[src/rtl/idex_exec_stage.sv]
// idex_exec_stage: MIPS ID/EX register, forwarding, ALU and EX/MEM register (ALU_OVF_EN adds ovfM)
module idex_exec_stage #(
  parameter int WIDTH = 32,
  parameter int REGW  = 5
) (
  input  logic             clk,
  input  logic             reset_n,
  input  logic             stallE,
  input  logic             flushE,
  input  logic             regwriteD,
  input  logic             memtoregD,
  input  logic             memwriteD,
  input  logic             alusrcD,
  input  logic             regdstD,
  input  logic [2:0]       alucontrolD,
  input  logic [WIDTH-1:0] rd1D,
  input  logic [WIDTH-1:0] rd2D,
  input  logic [WIDTH-1:0] signimmD,
  input  logic [REGW-1:0]  rsD,
  input  logic [REGW-1:0]  rtD,
  input  logic [REGW-1:0]  rdD,
  input  logic [1:0]       forwardAE,
  input  logic [1:0]       forwardBE,
  input  logic [WIDTH-1:0] resultW,
  output logic [REGW-1:0]  rsE,
  output logic [REGW-1:0]  rtE,
  output logic [REGW-1:0]  writeregE,
  output logic             regwriteE,
  output logic             memtoregE,
  output logic             regwriteM,
  output logic             memtoregM,
  output logic             memwriteM,
  output logic [WIDTH-1:0] aluoutM,
  output logic [WIDTH-1:0] writedataM,
  output logic [REGW-1:0]  writeregM,
`ifdef ALU_OVF_EN
  output logic             ovfM,
`endif
  output logic             illegalM
);
  typedef struct packed {
    logic             regwrite, memtoreg, memwrite, alusrc, regdst;
    logic [2:0]       alucontrol;
    logic [WIDTH-1:0] rd1, rd2, signimm;
    logic [REGW-1:0]  rs, rt, rd;
  } idex_t;
  typedef struct packed {
    logic             regwrite, memtoreg, memwrite, illegal;
`ifdef ALU_OVF_EN
    logic             ovf;
`endif
    logic [WIDTH-1:0] aluout, writedata;
    logic [REGW-1:0]  writereg;
  } exmem_t;
  idex_t  idex_q, idex_d;
  exmem_t exmem_q, exmem_d;
  logic [WIDTH-1:0] src_a, fwd_b, src_b, sum, diff, res;
  logic sub_ovf, illegal, ovf;
  assign idex_d = flushE ? '0 : stallE ? idex_q :
    {regwriteD, memtoregD, memwriteD, alusrcD, regdstD, alucontrolD, rd1D, rd2D, signimmD, rsD, rtD, rdD};
  assign src_a = (forwardAE == 2'b01) ? resultW : (forwardAE == 2'b10) ? aluoutM : idex_q.rd1;
  assign fwd_b = (forwardBE == 2'b01) ? resultW : (forwardBE == 2'b10) ? aluoutM : idex_q.rd2;
  assign src_b = idex_q.alusrc ? idex_q.signimm : fwd_b;
  assign sum = src_a + src_b;
  assign diff = src_a - src_b;
  // slt takes the sign of A-B, flipped when the subtraction overflowed
  assign sub_ovf = (src_a[WIDTH-1] ^ src_b[WIDTH-1]) & (diff[WIDTH-1] ^ src_a[WIDTH-1]);
  always_comb begin
    res = '0;
    illegal = 1'b0;
    case (idex_q.alucontrol)
      3'b010:  res = sum;
      3'b110:  res = diff;
      3'b000:  res = src_a & src_b;
      3'b001:  res = src_a | src_b;
      3'b111:  res = {{(WIDTH-1){1'b0}}, diff[WIDTH-1] ^ sub_ovf};
      3'b100:  res = src_a & ~src_b;
      3'b101:  res = src_a | ~src_b;
      default: illegal = 1'b1;
    endcase
  end
`ifdef ALU_OVF_EN
  assign ovf = (idex_q.alucontrol == 3'b110) ? sub_ovf :
    (idex_q.alucontrol == 3'b010) & ~(src_a[WIDTH-1] ^ src_b[WIDTH-1]) & (sum[WIDTH-1] ^ src_a[WIDTH-1]);
`else
  assign ovf = 1'b0;
`endif
  // a stalled instruction stays in E, so M gets a bubble instead of a duplicate
  always_comb begin
    exmem_d = '0;
    if (!(stallE && !flushE)) begin
      exmem_d.regwrite  = idex_q.regwrite & ~illegal & ~ovf;
      exmem_d.memtoreg  = idex_q.memtoreg;
      exmem_d.memwrite  = idex_q.memwrite & ~illegal & ~ovf;
      exmem_d.illegal   = illegal;
`ifdef ALU_OVF_EN
      exmem_d.ovf       = ovf;
`endif
      exmem_d.aluout    = res;
      exmem_d.writedata = fwd_b;
      exmem_d.writereg  = writeregE;
    end
  end
  always_ff @(posedge clk or negedge reset_n)
    if (!reset_n) begin
      idex_q  <= '0;
      exmem_q <= '0;
    end else begin
      idex_q  <= idex_d;
      exmem_q <= exmem_d;
    end
  assign rsE        = idex_q.rs;
  assign rtE        = idex_q.rt;
  assign writeregE  = idex_q.regdst ? idex_q.rd : idex_q.rt;
  assign regwriteE  = idex_q.regwrite;
  assign memtoregE  = idex_q.memtoreg;
  assign regwriteM  = exmem_q.regwrite;
  assign memtoregM  = exmem_q.memtoreg;
  assign memwriteM  = exmem_q.memwrite;
  assign aluoutM    = exmem_q.aluout;
  assign writedataM = exmem_q.writedata;
  assign writeregM  = exmem_q.writereg;
  assign illegalM   = exmem_q.illegal;
`ifdef ALU_OVF_EN
  assign ovfM       = exmem_q.ovf;
`endif
endmodule

[config.mk]
export PLATFORM = sky130hd
export DESIGN_NAME = idex_exec_stage
export DESIGN_NICKNAME = d
export VERILOG_FILES = /design/src/rtl/idex_exec_stage.sv
export SDC_FILE = /design/constraint.sdc
export NUM_CORES = 1
export LEC_CHECK = 0
export ABC_CLOCK_PERIOD_IN_PS = 5300
export BUFFER_PORTS_ARGS = -buffer_cell sky130_fd_sc_hd__buf_2
export CAP_MARGIN = 10
export CELL_PAD_IN_SITES_DETAIL_PLACEMENT = 0
export CELL_PAD_IN_SITES_GLOBAL_PLACEMENT = 2
export CORE_MARGIN = 5
export CORE_UTILIZATION = 32
export CTS_BUF_LIST = sky130_fd_sc_hd__clkbuf_8
export DETAILED_ROUTE_END_ITERATION = 10
export GPL_ROUTABILITY_DRIVEN = 0
export PLACE_DENSITY_LB_ADDON = 0.1
export SYNTH_ARGS = -nofsm -noshare
export SYNTH_HDL_FRONTEND = slang
export SYNTH_SLANG_ARGS = --single-unit
[constraint.sdc]
create_clock -name clk -period 5.3 [get_ports clk]
set_input_delay 0.795 -clock clk [delete_from_list [all_inputs] [get_ports clk]]
set_output_delay 0.795 -clock clk [all_outputs]
set_load 0.05 [all_outputs]
==> flow_metrics.py, run 1 <==
metrics = {
    "critical_path": {
        "path_buf_inv": 2,
        "path_cells": "buf_4 > mux2_2 > o21ai_0 > nor2_1 > a21oi_1 > inv_1 > ha_1 > nand2b_1 > a21oi_1 > a311oi_1 > a2111oi_2 > nor2_1 > nor4_1 > o21ai_2 > a21oi_2 > a21oi_1 > o31ai_2 > fa_1 > a221o_1 > a211oi_1 > nor2_1",
        "path_class": "in2reg",
        "slowest_delay_ps": 450,
        "cp-start-kind": "input pin",
        "slowest_stage": "fa_1",
        "critPathTopFamily": "compound AO/OA/AOI/OAI gates",
        "cp_max_fo": 10,
        "arrival_ps": 5240,
        "endpoint_kind": "register",
        "crit_required_ps": 5710,
    },
    "placement": {
        "place_inst": 2534,
        "port_buffers": 248,
        "dpl_worst_slack_ps": -102,
        "place_area_sq_mm": 0.0172,
        "hpwl_um": 45100,
    },
    "pwr": {
        "p_per_area_mw_per_mm2": 303,
        "leakagePower_nw": 8.83,
        "ir_drop_mv": 0.174,
        "power.total_w": 0.00533,
    },
    "floorplan": {
        "fp.dieArea_sq_mm": 0.0487,
        "ios": 249,
        "rows": 77,
        "die_w_um": 221,
        "fp.dieH_um": 221,
        "initial_core_util_pct": 32.2,
        "core_sq_mm": 0.0440,
    },
    "synthesis": {
        "yosysSeqAreaShare_pct": 33.9,
        "synth_mux_area_share_pct": 16.8,
        "yosys.area_share.xor_xnor_pct": 3.83,
        "syn-num-nets": 1859,
        "yosys.area_share.simple_pct": 14.4,
        "async_flop_share_pct": 100,
        "synth_cells": 1630,
        "mappedNetlistArea_sq_mm": 0.0142,
        "synthAdderAreaFrac_pct": 8.04,
        "synth.most_common_cell": "nor2_1",
        "synth_flop_cell": "dfrtp_1",
        "yosysUniqueCellTypes": 69,
        "synth_compound_area_share_pct": 17.6,
        "synth_seq_cells": 192,
        "yosys-top-cells-area": "dfrtp_1, mux2i_1, nor2_1",
        "synth_common_cells": "nor2_1, mux2i_1, dfrtp_1",
        "yosys_warnings": 0,
        "synth_enable_flop_cells": 0,
        "synth_top_area_share_pct": 33.9,
        "syn_avg_cell_area_sq_um": 8.71,
        "synth_top_family_by_area": "compound AO/OA/AOI/OAI gates",
        "synth_area_leader_cell": "dfrtp_1",
    },
    "sta": {
        "final-max-slew-violation-count": 0,
        "hold_viol_final": 0,
        "worstMarginPinSlew_ps": 1100,
        "finalWorstSetupSlack_ps": 469,
        "max_freq_ghz": 0.207,
        "min_period_ps": 4830,
        "rsz0062_at_grt": "false",
        "finalSetupViolations": 0,
        "final.period_utilization_pct": 91.2,
        "slew-limit-headroom_pct": 26.9,
        "clock_skew_ps": 21.9,
    },
    "cells_and_area": {
        "areaGrowthSynthToFinish_pct": 24.2,
        "drive_above_1_share_pct": 27.0,
        "final_cell_count_no_fill": 2570,
        "fin_area_sq_mm": 0.0176,
        "finish.utilization_pct": 40.0,
        "layout.nets": 2190,
    },
    "routing": {
        "routed_wirelength_um": 58000,
        "vias_per_cell": 5.19,
        "firstDrtPassIters": 6,
        "drt-initial-drc-count": 1108,
        "post_drt_wl_per_cell_um": 22.6,
        "ant_nets": 0,
        "vias": 13300,
        "drc": 0,
    },
    "cts": {
        "cts-hold-fix-buffers": 0,
        "cts_setup_buffers": 0,
        "cts.sinks": 192,
        "cts-root-buf": "clkbuf_8",
        "cts_tree": "done",
        "cts_resized": 0,
        "htree_levels": 4,
        "numCtsBuffers": 17,
        "clk_pin_slew_ps": 110,
        "clock_path_buffers": 2,
        "worstSkewPairLatency_ps": 530,
    },
    "global_route": {
        "grt_pass1_wl_um": 85400,
        "antenna_found_initial": 4,
        "grt_overflow_total": 0,
        "grt_usage_pct": 23.4,
        "grt_max_degree": 75,
        "grt_pass1_vias": 13000,
    },
    "hold_path": {
        "hp-class": "in2async",
    },
    "run": {
        "cap_violations": 0,
    },
    "run_status": {
        "outcome": "complete, no violations",
    },
}
[state kept, by name, summed over array words and instances, names as in the netlist]
signal / count
rsE: 5
regwriteM: 1
memtoregM: 1
memwriteM: 1
writeregM: 5
writedataM: 32
illegalM: 1
rtE: 5
aluoutM: 32
idex_q: 107
memtoregE: 1
regwriteE: 1
[metal layers]
metal	vias to the layer above	share of wire, %	GRT usage, %	wire, um
li1	6397	-	-	-
met1	6526	51	37.1	29800
met2	377	42	33.7	24200
met3	44	5.2	2.68	3040
met4	0	1.7	5.64	989
met5	-	0	0	0
[cell usage in the layout, fill, tap and decap left out, drive strengths merged, types with 5 or more instances in the layout]
cell	netlist	layout
and2	10	10
clkbuf	74	19
ha	68	68
o21ai	74	74
nor3	20	20
nor2	239	239
a211oi	42	42
xnor2	58	58
o21bai	13	13
a221o	5	5
mux2	39	39
maj3	25	25
a22oi	7	7
inv	76	83
nand2b	12	12
o31a	6	6
mux2i	194	194
a2111oi	5	5
o211ai	6	6
o31ai	8	8
or3	6	6
nor2b	37	37
dfrtp	192	192
o21a	7	7
o22ai	9	9
nor4	6	6
nand2	86	86
a31oi	10	10
a21o	18	18
nand4	7	7
nand3	20	20
o2111ai	5	5
a21oi	137	137
buf	47	432
[per-stage QoR]
step | setup TNS, ps | hold slack, ps
2_1_floorplan | 0 | 476
3_3_place_gp | 0 | 490
3_5_place_dp | -102 | 491
4_1_cts | 0 | 260
5_1_grt | 0 | 285
6_report | 0 | 270
[kinds of logic after synthesis]
family / after synthesis
compound gates: 390
flops: 192
mux: 233
buf+inv: 197
fa+ha+maj: 95
xor+xnor: 62
simple gates: 461
[final cells by class]
class	count	area (sq um)
well taps	592	741
fillers	4591	26400
flip-flops and latches	192	4810
clock buffers	18	248
clock inverters	14	148
inverters	76	285
multi-input cells	1241	8670
repair buffers	433	2720
diodes	4	10.0
[worst reg2reg max path, delay by kind of cell (launching register included)]
kind,cells,cell delay (ps)
DFF,1,760
and+or+nand+nor,6,810
adders and majority gates,2,780
AOI/OAI and AO/OA,8,1820
buffers and inverters,2,480
[final timing paths]
check                      cells after the start           to    startpoint  slack, ps
setup / recovery                              21  aluoutM[31]  forwardBE[1]        470
hold / removal                                 1   idex_q[59]       reset_n        270
setup reg to reg                              18  aluoutM[31]   idex_q[115]        540
hold reg to reg                                1    memtoregM     memtoregE        520
max in group asynchronous                      2  idex_q[113]       reset_n       3900
min in group clk                               3   idex_q[72]      rd2D[25]        500
[where the power goes]
group / internal (W) / switching, W / total [W]
registers: 0.00159 / 0.000142 / 0.00174
clock network: 0.000401 / 0.000614 / 0.00102
logic: 0.000993 / 0.00159 / 0.00258
total: 0.00299 / 0.00234 / 0.00533
Power figures use the tool's default switching activity.
==> run 2, diff against run 1 <==
--- a/config.mk
+++ b/config.mk
@@ -13,4 +13,3 @@
 export CORE_MARGIN = 5
-export CORE_UTILIZATION = 32
-export CTS_BUF_LIST = sky130_fd_sc_hd__clkbuf_8
+export CORE_UTILIZATION = 31
 export DETAILED_ROUTE_END_ITERATION = 10
==> constraint.sdc (replaced) <==
create_clock -name clk -period 5.3 [get_ports clk]
set_input_delay 0.265 -clock clk [delete_from_list [all_inputs] [get_ports clk]]
set_output_delay 0.265 -clock clk [all_outputs]
set_load 0.05 [all_outputs]
==> flow_metrics.py, run 2 (synthesis results as in run 1) <==
metrics = {
    "run_status": {
        "outcome": "complete, no violations",
    },
    "cells_and_area": {
        "layout_common_cells": "buf_2, nor2_1, mux2i_1",
        "largest_register": "idex_q",
        "largest_reg_flops": 107,
        "filler_cell_count": 4823,
        "final_cell_count_no_fill": 2482,
        "diodes": 0,
        "final_common_cell": "buf_2",
        "areaGrowthSynthToFinish_pct": 19.9,
        "layout.nets": 2098,
        "drive_above_1_share_pct": 22.9,
    },
    "cts": {
        "htree_levels": 4,
        "numCtsBuffers": 17,
        "clock_path_buffers": 2,
        "cts-root-buf": "clkbuf_16",
        "worstSkewPairLatency_ps": 470,
        "clk_pin_slew_ps": 80,
        "cts_tree": "done",
        "cts.sinks": 192,
    },
    "pwr": {
        "p_per_area_mw_per_mm2": 319,
        "leakagePower_nw": 8.44,
        "ir_drop_mv": 0.215,
    },
    "global_route": {
        "grt_overflow_total": 0,
        "grt_busiest_layer": "met1",
        "use_met1_pct": 35.0,
        "grt_max_degree": 95,
        "grt_pass1_vias": 12900,
        "grt_pass1_wl_um": 86600,
        "antenna_found_initial": 1,
        "grt_usage_pct": 22.7,
        "use_met3_pct": 3.56,
        "grt_util_met2_pct": 32.9,
    },
    "sta": {
        "finalSetupViolations": 0,
        "hold_viol_final": 0,
        "min_period_ps": 4960,
        "setup_tns_ps": 0,
        "final.period_utilization_pct": 93.6,
        "clock_skew_ps": 18.4,
        "max_freq_ghz": 0.202,
        "slew-limit-headroom_pct": 27.8,
        "worstMarginPinSlew_ps": 1080,
        "rsz0062_at_grt": "false",
        "final-max-slew-violation-count": 0,
    },
    "critical_path": {
        "crit_required_ps": 5640,
        "reg2reg_depth": 21,
        "timing.rr.start": "aluoutM[4]",
        "r2r_end": "aluoutM[31]",
        "r2r_slack_ps": 340,
        "cp-start-kind": "register",
        "path_class": "reg2reg",
        "cp_max_fo": 3,
        "endpoint_kind": "register",
        "arrival_ps": 5300,
    },
    "floorplan": {
        "core_sq_mm": 0.0454,
        "fp.dieArea_sq_mm": 0.0502,
        "rows": 78,
        "ios": 249,
        "die_w_um": 224,
        "initial_core_util_pct": 31.3,
        "fp.dieH_um": 224,
    },
    "routing": {
        "ant_nets": 0,
        "drt-initial-drc-count": 1126,
        "firstDrtPassIters": 5,
        "drc": 0,
        "vias_per_cell": 5.28,
        "vias": 13100,
        "routed_wirelength_um": 58300,
        "post_drt_wl_per_cell_um": 23.5,
    },
    "hold_path": {
        "worstHoldEndpoint": "idex_q[73]",
        "hp-class": "in2reg",
        "min_from": "rd2D[26]",
        "whs_path_depth": 3,
    },
    "placement": {
        "hpwl_um": 44700,
        "port_buffers": 248,
        "place_inst": 2448,
    },
    "run": {
        "cap_violations": 0,
    },
}
## run 2: changes by cell type in the layout (fill, tap and decap cells not counted), moves of 4 or more
cell | before | now
a21oi_1 | 130 | 137
clkbuf_8 | 19 | 4
a21oi_2 | 7 | 0
clkbuf_16 | 0 | 17
diode_2 | 4 | 0
buf_4 | 183 | 93
## run 2: critical path: stages (launching register included)
cell      delay (ps)
dfrtp_1          420
mux2_2           270
o21ai_0          220
nor2_1            60
a21oi_1          190
inv_1             70
ha_1             310
inv_1            110
a21oi_1          140
o21ba_2          230
o31ai_1          390
a21boi_0         270
o31ai_2          240
buf_4            170
o21ai_2           70
a21oi_1          190
a21oi_1          100
o31ai_1          300
fa_1             450
a221o_1          330
a211oi_1         240
nor2_1            60
## run 2: layer usage
metal / vias up / part of all wire, % / routed length (um)
li1: 6190 / - / -
met2: 371 / 42 / 24600
met5: - / 0.021 / 12
met1: 6483 / 51 / 29400
met4: 2 / 1.7 / 983
met3: 48 / 5.5 / 3190
## run 2: final cells by class
cell class                      count  area, sq um  share of cell area, %
Timing Repair Buffer              341         1990                   11.7
Clock inverter                     11         92.6                  0.544
Tap cell                          600          751                   4.41
Clock buffer                       21          470                   2.76
Inverter                           76          285                   1.68
Multi-Input combinational cell   1241         8620                   50.7
Sequential cell                   192         4810                   28.2
## run 2: how the worst max path moves through the flow
stage / startpoint / end / slack, ps / depth (start not counted)
after floorplan: forwardBE[1] / aluoutM[31] / 40 / 24
after global placement: forwardBE[1] / aluoutM[31] / 310 / 21
after detailed placement: forwardBE[1] / aluoutM[31] / 130 / 21
after CTS: aluoutM[4] / aluoutM[31] / 290 / 20
after global routing: idex_q[50] / aluoutM[31] / 4 / 21
final: aluoutM[4] / aluoutM[31] / 340 / 21
## run 2: what timing repair did
action,CTS,global route
hold buffers,1,0
endpoints found under the setup margin,0,1
setup buffers,0,1
gates resized for setup,0,2
endpoints found under the hold margin,92,0
## run 2: power breakdown
part           total (W)  switching (W)  internal (W)
combinational    0.00240        0.00155      0.000855
sequential       0.00174       0.000141       0.00159
clock            0.00129       0.000636      0.000650
## run 2: through the flow
step | hold slack, ps | power, W | instance area (sq um) | util, % | setup WS [ps]
floorplan | -30.6 | 0.00328 | 14200 | - | 41.8
global placement | 425 | 0.00415 | 16400 | 36.2 | 312
detailed placement | 425 | 0.00414 | 16400 | 36.2 | 132
CTS | 7.77 | 0.00545 | 17000 | 37.5 | 295
global route | 31.9 | 0.00573 | 17000 | 37.5 | 4.41
finish | 36.1 | 0.00542 | 17000 | 37.5 | 340
==> run 3, diff against run 2 <==
- CORE_UTILIZATION: 31 -> 32
- CTS_BUF_LIST: default -> sky130_fd_sc_hd__clkbuf_2 sky130_fd_sc_hd__clkbuf_4 sky130_fd_sc_hd__clkbuf_8
==> flow_metrics.py, run 3 (synthesis results as in run 1) <==
metrics = {
    "routing": {
        "firstDrtPassIters": 5,
        "routed_wirelength_um": 57800,
        "drc": 0,
        "post_drt_wl_per_cell_um": 22.4,
        "vias": 13300,
        "ant_nets": 0,
        "drt-initial-drc-count": 1176,
        "vias_per_cell": 5.17,
    },
    "cells_and_area": {
        "layout.nets": 2206,
        "final_cell_count_no_fill": 2584,
        "final_common_cell": "buf_2",
        "largest_register": "idex_q",
        "drive_above_1_share_pct": 21.6,
        "filler_cell_count": 4523,
        "areaGrowthSynthToFinish_pct": 26.4,
        "largest_reg_flops": 107,
        "layout_common_cells": "buf_2, nor2_1, mux2i_1",
        "fin_area_sq_mm": 0.0179,
    },
    "placement": {
        "place_area_sq_mm": 0.0164,
        "dpl_worst_slack_ps": 189,
        "hpwl_um": 43900,
        "port_buffers": 248,
        "place_inst": 2439,
    },
    "critical_path": {
        "endpoint_kind": "register",
        "crit_required_ps": 5700,
        "startpoint": "aluoutM[3]",
        "r2r_slack_ps": 400,
        "r2r_end": "aluoutM[31]",
        "path_class": "reg2reg",
        "reg2reg_depth": 21,
        "cp-start-kind": "register",
        "arrival_ps": 5310,
        "crit_end": "aluoutM[31]",
        "timing.rr.start": "aluoutM[3]",
        "cp_max_fo": 4,
    },
    "sta": {
        "hold_viol_final": 0,
        "worstMarginPinSlew_ps": 984,
        "final.period_utilization_pct": 92.5,
        "rsz0062_at_grt": "false",
        "setup_tns_ps": 0,
        "finalSetupViolations": 0,
        "min_period_ps": 4900,
        "finalWorstSetupSlack_ps": 399,
        "max_freq_ghz": 0.204,
        "slew-limit-headroom_pct": 34.2,
        "clock_skew_ps": 20.1,
        "final-max-slew-violation-count": 0,
    },
    "cts": {
        "cts_tree": "done",
        "worstSkewPairLatency_ps": 520,
        "cts.sinks": 192,
        "cts-root-buf": "clkbuf_8",
        "numCtsBuffers": 17,
        "clk_pin_slew_ps": 110,
        "clock_path_buffers": 2,
        "htree_levels": 4,
        "cts_setup_buffers": 0,
    },
    "pwr": {
        "leakagePower_nw": 8.82,
        "p_per_area_mw_per_mm2": 291,
        "ir_drop_mv": 0.185,
    },
    "floorplan": {
        "initial_core_util_pct": 32.2,
        "rows": 77,
        "fp.dieH_um": 221,
        "die_w_um": 221,
        "core_sq_mm": 0.0440,
        "fp.dieArea_sq_mm": 0.0487,
        "ios": 249,
    },
    "global_route": {
        "grt_pass1_wl_um": 84800,
        "grt_max_degree": 102,
        "grt_usage_pct": 23.2,
        "grt_pass1_vias": 13100,
        "antenna_found_initial": 2,
        "grt_overflow_total": 0,
    },
    "run_status": {
        "outcome": "complete, no violations",
    },
    "hold_path": {
        "hp-class": "in2reg",
    },
    "run": {
        "cap_violations": 0,
    },
}
-- run 3: cell types whose count changed in the layout (fill, tap and decap cells not counted), moves of 2 or more --
cell,change
dlygate4sd3_1,+110
diode_2,+2
clkbuf_8,+15
clkbuf_16,-17
inv_8,+2
buf_4,-3
-- run 3: where the power goes --
group	switching [W]	internal [W]	leakage [nW]
combinational	0.00155	0.000907	6.10
sequential	0.000144	0.00159	2.52
clock	0.000612	0.000409	0.204
-- run 3: metal layers --
metal / wire [um] / GRT usage (%) / vias up / share of wire [%]
met1: 29900 / 36.2 / 6531 / 52
met3: 2470 / 2.52 / 39 / 4.3
met5: 0 / 0 / - / 0
met4: 660 / 4.18 / 0 / 1.1
li1: - / - / 6404 / -
met2: 24800 / 34.7 / 375 / 43
-- run 3: area by class of cell --
type	instances	area, sq um	area share (%)
multi-input cells	1241	8620	48.0
flip-flops and latches	192	4810	26.8
diodes	2	5.00	0.0279
repair buffers	449	3090	17.2
clock inverters	13	145	0.809
clock buffers	19	255	1.42
inverters	76	285	1.59
well taps	592	741	4.13
-- run 3: what timing repair did --
item	in CTS	in global routing
endpoints found under the hold margin	210	0
setup endpoints to repair	0	1
hold buffers	111	0
gates resized for setup	0	2
-- run 3: worst min-delay path by stage --
stage | cells past startpoint | endpoint | slack, ps | startpoint
after floorplan | 0 | aluoutM[0] | -30 | reset_n
after global placement | 1 | idex_q[59] | 450 | reset_n
after detailed placement | 1 | writedataM[12] | 450 | reset_n
after CTS | 3 | idex_q[20] | 0.4 | signimmD[5]
after global routing | 3 | idex_q[86] | 30 | rd1D[7]
final | 3 | idex_q[86] | 40 | rd1D[7]
-- run 3: worst max-delay path, cell delays in order, from the launching register on --
cell and delay, ps:
dfrtp_1 440, mux2_2 280, o21ai_0 200, nor2_1 60, a21oi_1 280, inv_1 80
ha_1 310, nand2b_1 80, a21oi_1 100, o21ba_2 220, o31ai_1 350, a21boi_0 250
o31ai_2 260, buf_4 180, o21ai_2 70, a21oi_1 220, a21oi_1 120, o31ai_2 260
fa_1 430, a221o_1 320, a211oi_1 210, nor2_1 60
-- run 3: through the flow --
stage	hold slack, ps	power [W]	util [%]
CTS	0.445	0.00523	40.7
global route	31.6	0.00552	40.8
global placement	452	0.00413	37.3
floorplan	-30.6	0.00328	-
detailed placement	451	0.00413	37.3
finish	39.9	0.00521	40.8
